$ cat src/rtl/uart_frame_tx.sv
// uart_frame_tx
//   Generic UART frame transmitter. On an accepted start the payload is
//   latched and sent as a sequence of 8N1 bytes on tx:
//     [optional header] payload bytes (LSB byte first) [optional checksum]
//   The checksum is the 8-bit wrap-around sum of the payload bytes only
//   (zero padding of the last byte included, header excluded).
//
// Parameters
//   FRAME_BITS    payload width in bits (>=1)
//   CLK_DIV       clk cycles per UART bit (>=2)
//   USE_HEADER    1: send HEADER before the payload
//   HEADER        header byte value
//   USE_CHECKSUM  1: append the payload checksum
//
// Ports
//   clk         system clock
//   rst         synchronous active-high reset, aborts any frame in progress
//   start       send request, only honoured in IDLE or DONE
//   frame_data  payload, latched on the accepting edge
//   busy        high while bytes are being shifted out
//   done        one-cycle pulse after the last stop bit
//   tx          UART line, idle high
//   byte_idx    index of the byte currently on the line (debug)
//   sta         FSM state encoding (debug)
//
// Handshake: start is a level sampled on every rising edge while the FSM is
// in IDLE or DONE; a sampled 1 there is the accept. While busy=1, start and
// frame_data are ignored and nothing is queued.

module uart_frame_tx #(
  parameter int          FRAME_BITS   = 40,
  parameter int          CLK_DIV      = 434,
  parameter int          USE_HEADER   = 1,
  parameter logic [7:0]  HEADER       = 8'hA5,
  parameter int          USE_CHECKSUM = 1
) (
  input  logic                  clk,
  input  logic                  rst,
  input  logic                  start,
  input  logic [FRAME_BITS-1:0] frame_data,
  output logic                  busy,
  output logic                  done,
  output logic                  tx,
  output logic [7:0]            byte_idx,
  output logic [3:0]            sta
);

  localparam int FRAME_BYTES = (FRAME_BITS + 7) / 8;
  localparam int PAD_BITS    = FRAME_BYTES * 8;
  localparam int HDR_OFS     = (USE_HEADER != 0) ? 1 : 0;
  localparam int CHK_CNT     = (USE_CHECKSUM != 0) ? 1 : 0;
  localparam int N_TOTAL     = HDR_OFS + FRAME_BYTES + CHK_CNT;
  localparam int BAUD_W      = (CLK_DIV > 1) ? $clog2(CLK_DIV) : 1;

  localparam logic [BAUD_W-1:0] BAUD_LAST = BAUD_W'(CLK_DIV - 1);
  localparam logic [7:0]        LAST_IDX  = 8'(N_TOTAL - 1);

  // NEXT is part of the documented encoding but is never resident: the
  // next-byte decision is made in the last STOP cycle, so a byte's start
  // bit follows its predecessor's stop bit without an idle cycle.
  typedef enum logic [3:0] {
    S_IDLE  = 4'd0,
    S_START = 4'd1,
    S_DATA  = 4'd2,
    S_STOP  = 4'd3,
    S_NEXT  = 4'd4,
    S_DONE  = 4'd5
  } state_t;

  state_t              state_q, state_d;
  logic [BAUD_W-1:0]   baud_q, baud_d;
  logic [2:0]          bit_q, bit_d;
  logic [7:0]          idx_q, idx_d;
  logic [PAD_BITS-1:0] frame_q, frame_d;
  logic [7:0]          shift_q, shift_d;
  logic [7:0]          sum_q, sum_d;

  logic                baud_end;
  logic [7:0]          pay_idx;
  logic [7:0]          pay_byte;
  logic [7:0]          cur_byte;
  logic                cur_is_payload;

  assign baud_end = (baud_q == BAUD_LAST);

  // Byte source for the current index. The checksum slot is only reached
  // after every payload byte has passed through the START->DATA load, so
  // sum_q is complete by then.
  always_comb begin
    pay_idx        = idx_q - 8'(HDR_OFS);
    pay_byte       = '0;
    cur_byte       = '0;
    cur_is_payload = 1'b0;
    for (int i = 0; i < FRAME_BYTES; i++) begin
      if (pay_idx == 8'(i)) begin
        pay_byte = frame_q[i*8 +: 8];
      end
    end
    if ((HDR_OFS == 1) && (idx_q == 8'd0)) begin
      cur_byte = HEADER;
    end else if ((CHK_CNT == 1) && (idx_q == LAST_IDX)) begin
      cur_byte = sum_q;
    end else begin
      cur_byte       = pay_byte;
      cur_is_payload = 1'b1;
    end
  end

  // Next-state, datapath updates and outputs. Outputs are decoded from
  // flop outputs only, so they change right after the clock edge.
  always_comb begin
    state_d = state_q;
    baud_d  = baud_end ? '0 : baud_q + 1'b1;
    bit_d   = bit_q;
    idx_d   = idx_q;
    frame_d = frame_q;
    shift_d = shift_q;
    sum_d   = sum_q;
    busy    = 1'b0;
    done    = 1'b0;
    tx      = 1'b1;

    case (state_q)
      S_IDLE: begin
        baud_d = '0;
        if (start) begin
          state_d = S_START;
          frame_d = PAD_BITS'(frame_data);
          sum_d   = '0;
          idx_d   = '0;
          bit_d   = '0;
        end
      end

      S_START: begin
        busy = 1'b1;
        tx   = 1'b0;
        if (baud_end) begin
          state_d = S_DATA;
          bit_d   = '0;
          shift_d = cur_byte;
          if (cur_is_payload) begin
            sum_d = sum_q + cur_byte;
          end
        end
      end

      S_DATA: begin
        busy = 1'b1;
        tx   = shift_q[bit_q];
        if (baud_end) begin
          if (bit_q == 3'd7) begin
            state_d = S_STOP;
          end else begin
            bit_d = bit_q + 3'd1;
          end
        end
      end

      S_STOP: begin
        busy = 1'b1;
        tx   = 1'b1;
        if (baud_end) begin
          if (idx_q == LAST_IDX) begin
            state_d = S_DONE;
          end else begin
            idx_d   = idx_q + 8'd1;
            state_d = S_START;
          end
        end
      end

      S_DONE: begin
        done   = 1'b1;
        baud_d = '0;
        // A start here chains the next frame without an idle cycle.
        if (start) begin
          state_d = S_START;
          frame_d = PAD_BITS'(frame_data);
          sum_d   = '0;
          idx_d   = '0;
          bit_d   = '0;
        end else begin
          state_d = S_IDLE;
        end
      end

      default: begin
        // NEXT and unused encodings recover to IDLE with the line high.
        state_d = S_IDLE;
        baud_d  = '0;
        bit_d   = '0;
      end
    endcase
  end

  always_ff @(posedge clk) begin
    if (rst) begin
      state_q <= S_IDLE;
      baud_q  <= '0;
      bit_q   <= '0;
      idx_q   <= '0;
      frame_q <= '0;
      shift_q <= '0;
      sum_q   <= '0;
    end else begin
      state_q <= state_d;
      baud_q  <= baud_d;
      bit_q   <= bit_d;
      idx_q   <= idx_d;
      frame_q <= frame_d;
      shift_q <= shift_d;
      sum_q   <= sum_d;
    end
  end

  assign byte_idx = idx_q;
  assign sta      = state_q;

endmodule

$ cat config.mk
export PLATFORM = sky130hd
export DESIGN_NAME = uart_frame_tx
export DESIGN_NICKNAME = d
export VERILOG_FILES = /design/src/rtl/uart_frame_tx.sv
export SDC_FILE = /design/constraint.sdc
export NUM_CORES = 1
export LEC_CHECK = 0
export ABC_AREA = 1
export CAP_MARGIN = 30
export CORE_ASPECT_RATIO = 0.75
export CORE_MARGIN = 10
export CORE_UTILIZATION = 45
export CTS_BUF_LIST = sky130_fd_sc_hd__clkbuf_2 sky130_fd_sc_hd__clkbuf_4 sky130_fd_sc_hd__clkbuf_8
export CTS_CLUSTER_SIZE = 12
export DETAILED_ROUTE_END_ITERATION = 16
export PLACE_DENSITY_LB_ADDON = 0.05
export SETUP_SLACK_MARGIN = 0.2
export SLEW_MARGIN = 20
export SYNTH_ARGS = -nofsm -noshare
export SYNTH_HDL_FRONTEND = slang
export SYNTH_SLANG_ARGS = --single-unit
$ cat constraint.sdc
create_clock -name clk -period 7.1 [get_ports clk]
set_input_delay 2.13 -clock clk [delete_from_list [all_inputs] [get_ports clk]]
set_output_delay 2.13 -clock clk [all_outputs]
set_load 0.05 [all_outputs]
Word level (Yosys, flattened, before mapping) --
Index checks and enable logic that the tools add are counted.
Operators by class: bitwise logic cells 2, eq/ne operators 20, mux-type cells 34, add/subtract/negate cells 5, order comparisons 1, reductions and logical operators 14
Operators by type and width (count):
- two-way mux 8 bit | 12
- one-hot mux 8 bit (2 select lines) | 2
- two-way mux 4 bit | 5
- one-hot mux 4 bit (5 select lines) | 1
- equality test 8 x 2 -> 1 bit, second input constant | 2
- equality test 8 x 3 -> 1 bit, second input constant | 2
- zero test 8 bit | 2
- inequality test 2 bit, second input constant | 8
- two-way mux 3 bit | 5
- one-hot mux 3 bit (4 select lines) | 1
- AND reduction 5 bit | 2
- adder 9 x 1 -> 9 bit, second input constant | 1
- equality test 9 bit, second input constant | 1
- adder 8 x 1 -> 8 bit, second input constant | 1
- adder 8 bit | 1
- equality test 4 x 2 -> 1 bit, second input constant | 2
- equality test 8 x 1 -> 1 bit, second input constant | 1
- AND reduction 4 bit | 2
- subtractor 8 x 1 -> 8 bit, second input constant | 1
- two-way mux 1 bit | 6
- OR reduction 3 bit | 2
- equality test 4 x 1 -> 1 bit, second input constant | 1
- equality test 4 x 3 -> 1 bit, second input constant | 1
- zero test 4 bit | 1
- other kinds (10) | 13
Storage, ports and cells: flip-flop bits (word level) 80, logic and storage cells 83, input port bits 43

Longest topological paths before layout --
depth after elaboration 13, depth in mapped cells 26

Worst setup path before layout --
OpenSTA, ideal clock, no wires.
path type reg-to-output, start register state_q[0] (netlist: sta[0]), end output port tx, stages on the path, launching flop included 8, data arrival time 1717 ps, path slack 3253 ps, path through dfxtp_1 inv_2 nor2_1 inv_1 nor2_1 inv_1 o21ai_0 nand2_1
On the way: word-level cells in the longest chain between the ends 2, elaborated cells between the ends (all ways) 3, those cells by class eq/ne (2); mux (1)
Ends and longest elaborated chain:
- from (decl) | RTL line 70 | state_t state_q, state_d;
- from (signal assigned) | RTL line 207 | state_q <= state_d;
- equality test 4 x 2 -> 1 bit / equality test 4 x 1 -> 1 bit (equally long branches) | RTL line 123 | case (state_q)
- one-hot mux 1 bit (2 select lines) * | RTL line 123
- to (decl) | RTL line 43 | output logic tx,
Every way passes the cells marked *; elsewhere a longest branch is shown, timed or not.

Final worst setup path --
start register state_q[1] (netlist: sta[1]), end output port tx
Same word-level chain as after synthesis.

==> key figures <==
Cells and area
  – Synth-to-Final Area Change: 19.0%
  – Share of layout cells above drive strength 1: 5.83%
  – Number of antenna diodes: 0
  – Number of fill cells: 919
  – Final core utilization: 55.5%
  – Net count, final: 726

Synth
  – Post-synthesis cell type count: 41
  – Synth warnings: 0
  – Async SR Flop Fraction: 0%
  – Post-synth top cells: nand2_1 (113), a21oi_1 (81), inv_1 (80)
  – Synthesized cell area: 4280 µm²
  – Most common cell in the netlist: nand2_1
  – Synthesized area per cell: 6.91 µm²
  – Flops & latches, synth: 79
  – Synth area leader: dfxtp_1
  – Ys flop type: dfxtp_1
  – Area share of the largest cell type after synthesis: 37.0%
  – Synth area leaders: dfxtp_1 (37%), nand2_1 (9.9%), a21oi_1 (9.5%), inv_1 (7.0%), o21ai_0 (6.7%)
  – Post-synth EDFFs: 0
  – Gate Count Post-Synth: 619
  – Syn_nets: 680
  – Sequential share of the synthesized area: 37.0%

Power and ir drop
  – Sequential share of power: 38.3%
  – Internal Power: 0.851 mW
  – Net Sw Frac: 42.0%
  – Share of power burned in combinational logic: 41.3%
  – Clock power frac: 20.4%
  – Static Leak: 2.08 nW
  – Total power: 1.47 mW
  – Maximum vdd drop: 132 µV
  – PwrDens: 288 nW/µm²
  – Psw: 0.616 mW

Routing
  – Final ANT Viol Nets: 0
  – Routed wire length: 11,200 µm
  – 1st-iter DRT viols: 351
  – Vias per cell: 5.15
  – DRC viols: 0
  – First drt pass iteration count: 5
  – Via count: 4,104
  – Routed len/inst: 14.0 µm

Critical path
  – Reg2Reg Depth: 22
  – CP Launch Type: register
  – Setup Crit Path Kind: reg2out
  – CP cell instances: inv_1 > nor2_1 > inv_1 > nor2_1 > o221ai_1 > nand2_1 > clkdlybuf4s50_1
  – CP Capture Type: output pin
  – Critical path buffers and inverters: 3
  – Worst-path fanout max: 5
  – Highest-delay cell along the critical path: clkdlybuf4s50_1
  – RR Startpoint: byte_idx[0]
  – Delay-heaviest family, CP: buffers and inverters
  – Crit path launch: sta[1]
  – R2R Path End: sum_q[6]
  – Slowest stage delay, CP: 0.80 ns
  – CP arrival: 2.49 ns
  – Reg2Reg Setup Slack: 3.10 ns
  – Critical Path RT: 4.97 ns

Global routing
  – First-pass GRT wire length: 18,900 µm
  – Largest net degree at the start of global routing: 61
  – GRT Residual Overflow: 0
  – Initial antenna violation count: 0
  – GRT Util Overall: 16.2%
  – Vias in the first global route: 3,811

Hold path
  – Min-delay worst type: reg2reg
  – Hold path depth: 2
  – Hold Path End: frame_q[24]
  – Hold Crit Start: frame_q[24]

Placement
  – GP Congestion: 0.849
  – DP HPWL: 8380 µm
  – Port Buffers: 56

Clock network
  – CTS resizes: 0
  – CTS Buffer Depth: 2
  – Hold Buf Count CTS: 0
  – CTS tree: built
  – Setup repair bufs after CTS: 0
  – Clock-pin slew on the worst setup and hold paths: 0.08 ns
  – Num CTS Buffers: 9
  – Clk_lat worst skew: 0.36 ns
  – Clk root buf: clkbuf_8
  – CTS sink count: 79
  – H-tree levels: 3

Floorplan
  – Core area: 9160 µm²
  – Initial Util: 46.7%
  – I/O pin total: 58
  – Die area: 13,800 µm²
  – Standard-cell rows: 30
  – Die width: 133 µm
  – Die height: 104 µm

Timing
  – Final hold vios: 0
  – Post-route setup TNS: 0 ns
  – Relative slew slack: 41.3%
  – Slew @ Worst Pin: 0.877 ns
  – Fmax: 217 MHz
  – RSZ-0062 raised after global routing: no
  – Final Critical Period: 4.62 ns
  – Final setup fails: 0
  – Final slew viol count: 0
  – Post-route clock period utilization: 65.0%
  – Worst Clk Skew: 0.00761 ns

Run status
  – Status: finished clean

Run
  – Max Cap Viol: 0
power groups by stage:
| stage | clock, mW | combinational (mW) | sequential [mW] |
|---|---|---|---|
| after floorplan | 0 | 0.416 | 0.590 |
| after global placement | 0 | 0.590 | 0.570 |
| after detailed placement | 0 | 0.601 | 0.570 |
| after CTS | 0.307 | 0.603 | 0.560 |
| after global routing | 0.332 | 0.681 | 0.571 |
| final | 0.299 | 0.606 | 0.561 |
per-layer routing:
metal / vias up / GRT usage (%) / wire [µm]
li1: 2137 / - / -
met1: 1866 / 22.9 / 5850
met2: 89 / 23.8 / 4720
met3: 12 / 4.10 / 497
met4: 0 / 4.15 / 125
met5: - / 0 / 0
placed cells by master (no fill, tap or decap), types with 3 or more instances in the layout:
cell and n:
dfxtp_1 79, nand3_1 50, clkinv_2 3, xnor2_1 3, inv_2 7, o21ai_1 8, nor3_1 10, nand4_1 6
a211oi_1 4, nor4_1 3, nor2_1 43, inv_1 80, clkbuf_8 10, nand2_1 113, o21ai_0 57, a21oi_1 81
ha_1 17, nand3_2 3, clkdlybuf4s50_1 56, o21bai_1 7
layout make-up:
class | count | area [µm²] | share of cell area, %
clock inverter | 4 | 22.5 | 0.443
sequential | 79 | 1580 | 31.1
multi-input combinational | 430 | 2280 | 44.7
inverter | 87 | 327 | 6.42
tap | 128 | 160 | 3.15
timing repair buffer | 58 | 576 | 11.3
clock buffer | 11 | 145 | 2.85
worst min-delay path, cell delays in order, from the launching register on:
cell and delay, ns:
dfxtp_1 0.30, inv_1 0.06, a21oi_1 0.05
cell families after synthesis:
family	synth area share, %
other cells	0.0877
simple gates	25.9
compound gates	20.8
flops	37.0
buf+inv	9.80
xor+xnor	1.02
fa+ha+maj	5.44
sequential cells by signal (all words and copies together) (netlist names):
register	flops
shift_q	8
byte_idx	8
frame_q	40
sta	3
baud_q	9
bit_q	3
sum_q	8
metrics by stage:
stage                     cells  hold slack (ns)  worst slack [ns]  area [µm²]
final                       797            0.454              2.48        5090
after global routing        797            0.475              2.25        5090
after CTS                   797            0.454              2.48        5090
after detailed placement    782            0.442              2.72        4920
after global placement      782            0.443              2.76        4920
after floorplan             619            0.425              3.25        4280
worst max path at each step:
| stage | end | slack, ns | cells after the start |
|---|---|---|---|
| 2_1_floorplan | tx | 3.25 | 7 |
| 3_3_place_gp | baud_q[2] | 2.76 | 5 |
| 3_5_place_dp | byte_idx[0] | 2.72 | 7 |
| 4_1_cts | tx | 2.48 | 7 |
| 5_1_grt | tx | 2.25 | 7 |
| 6_report | tx | 2.48 | 7 |
Note: power is estimated with default switching activity, not from simulation.
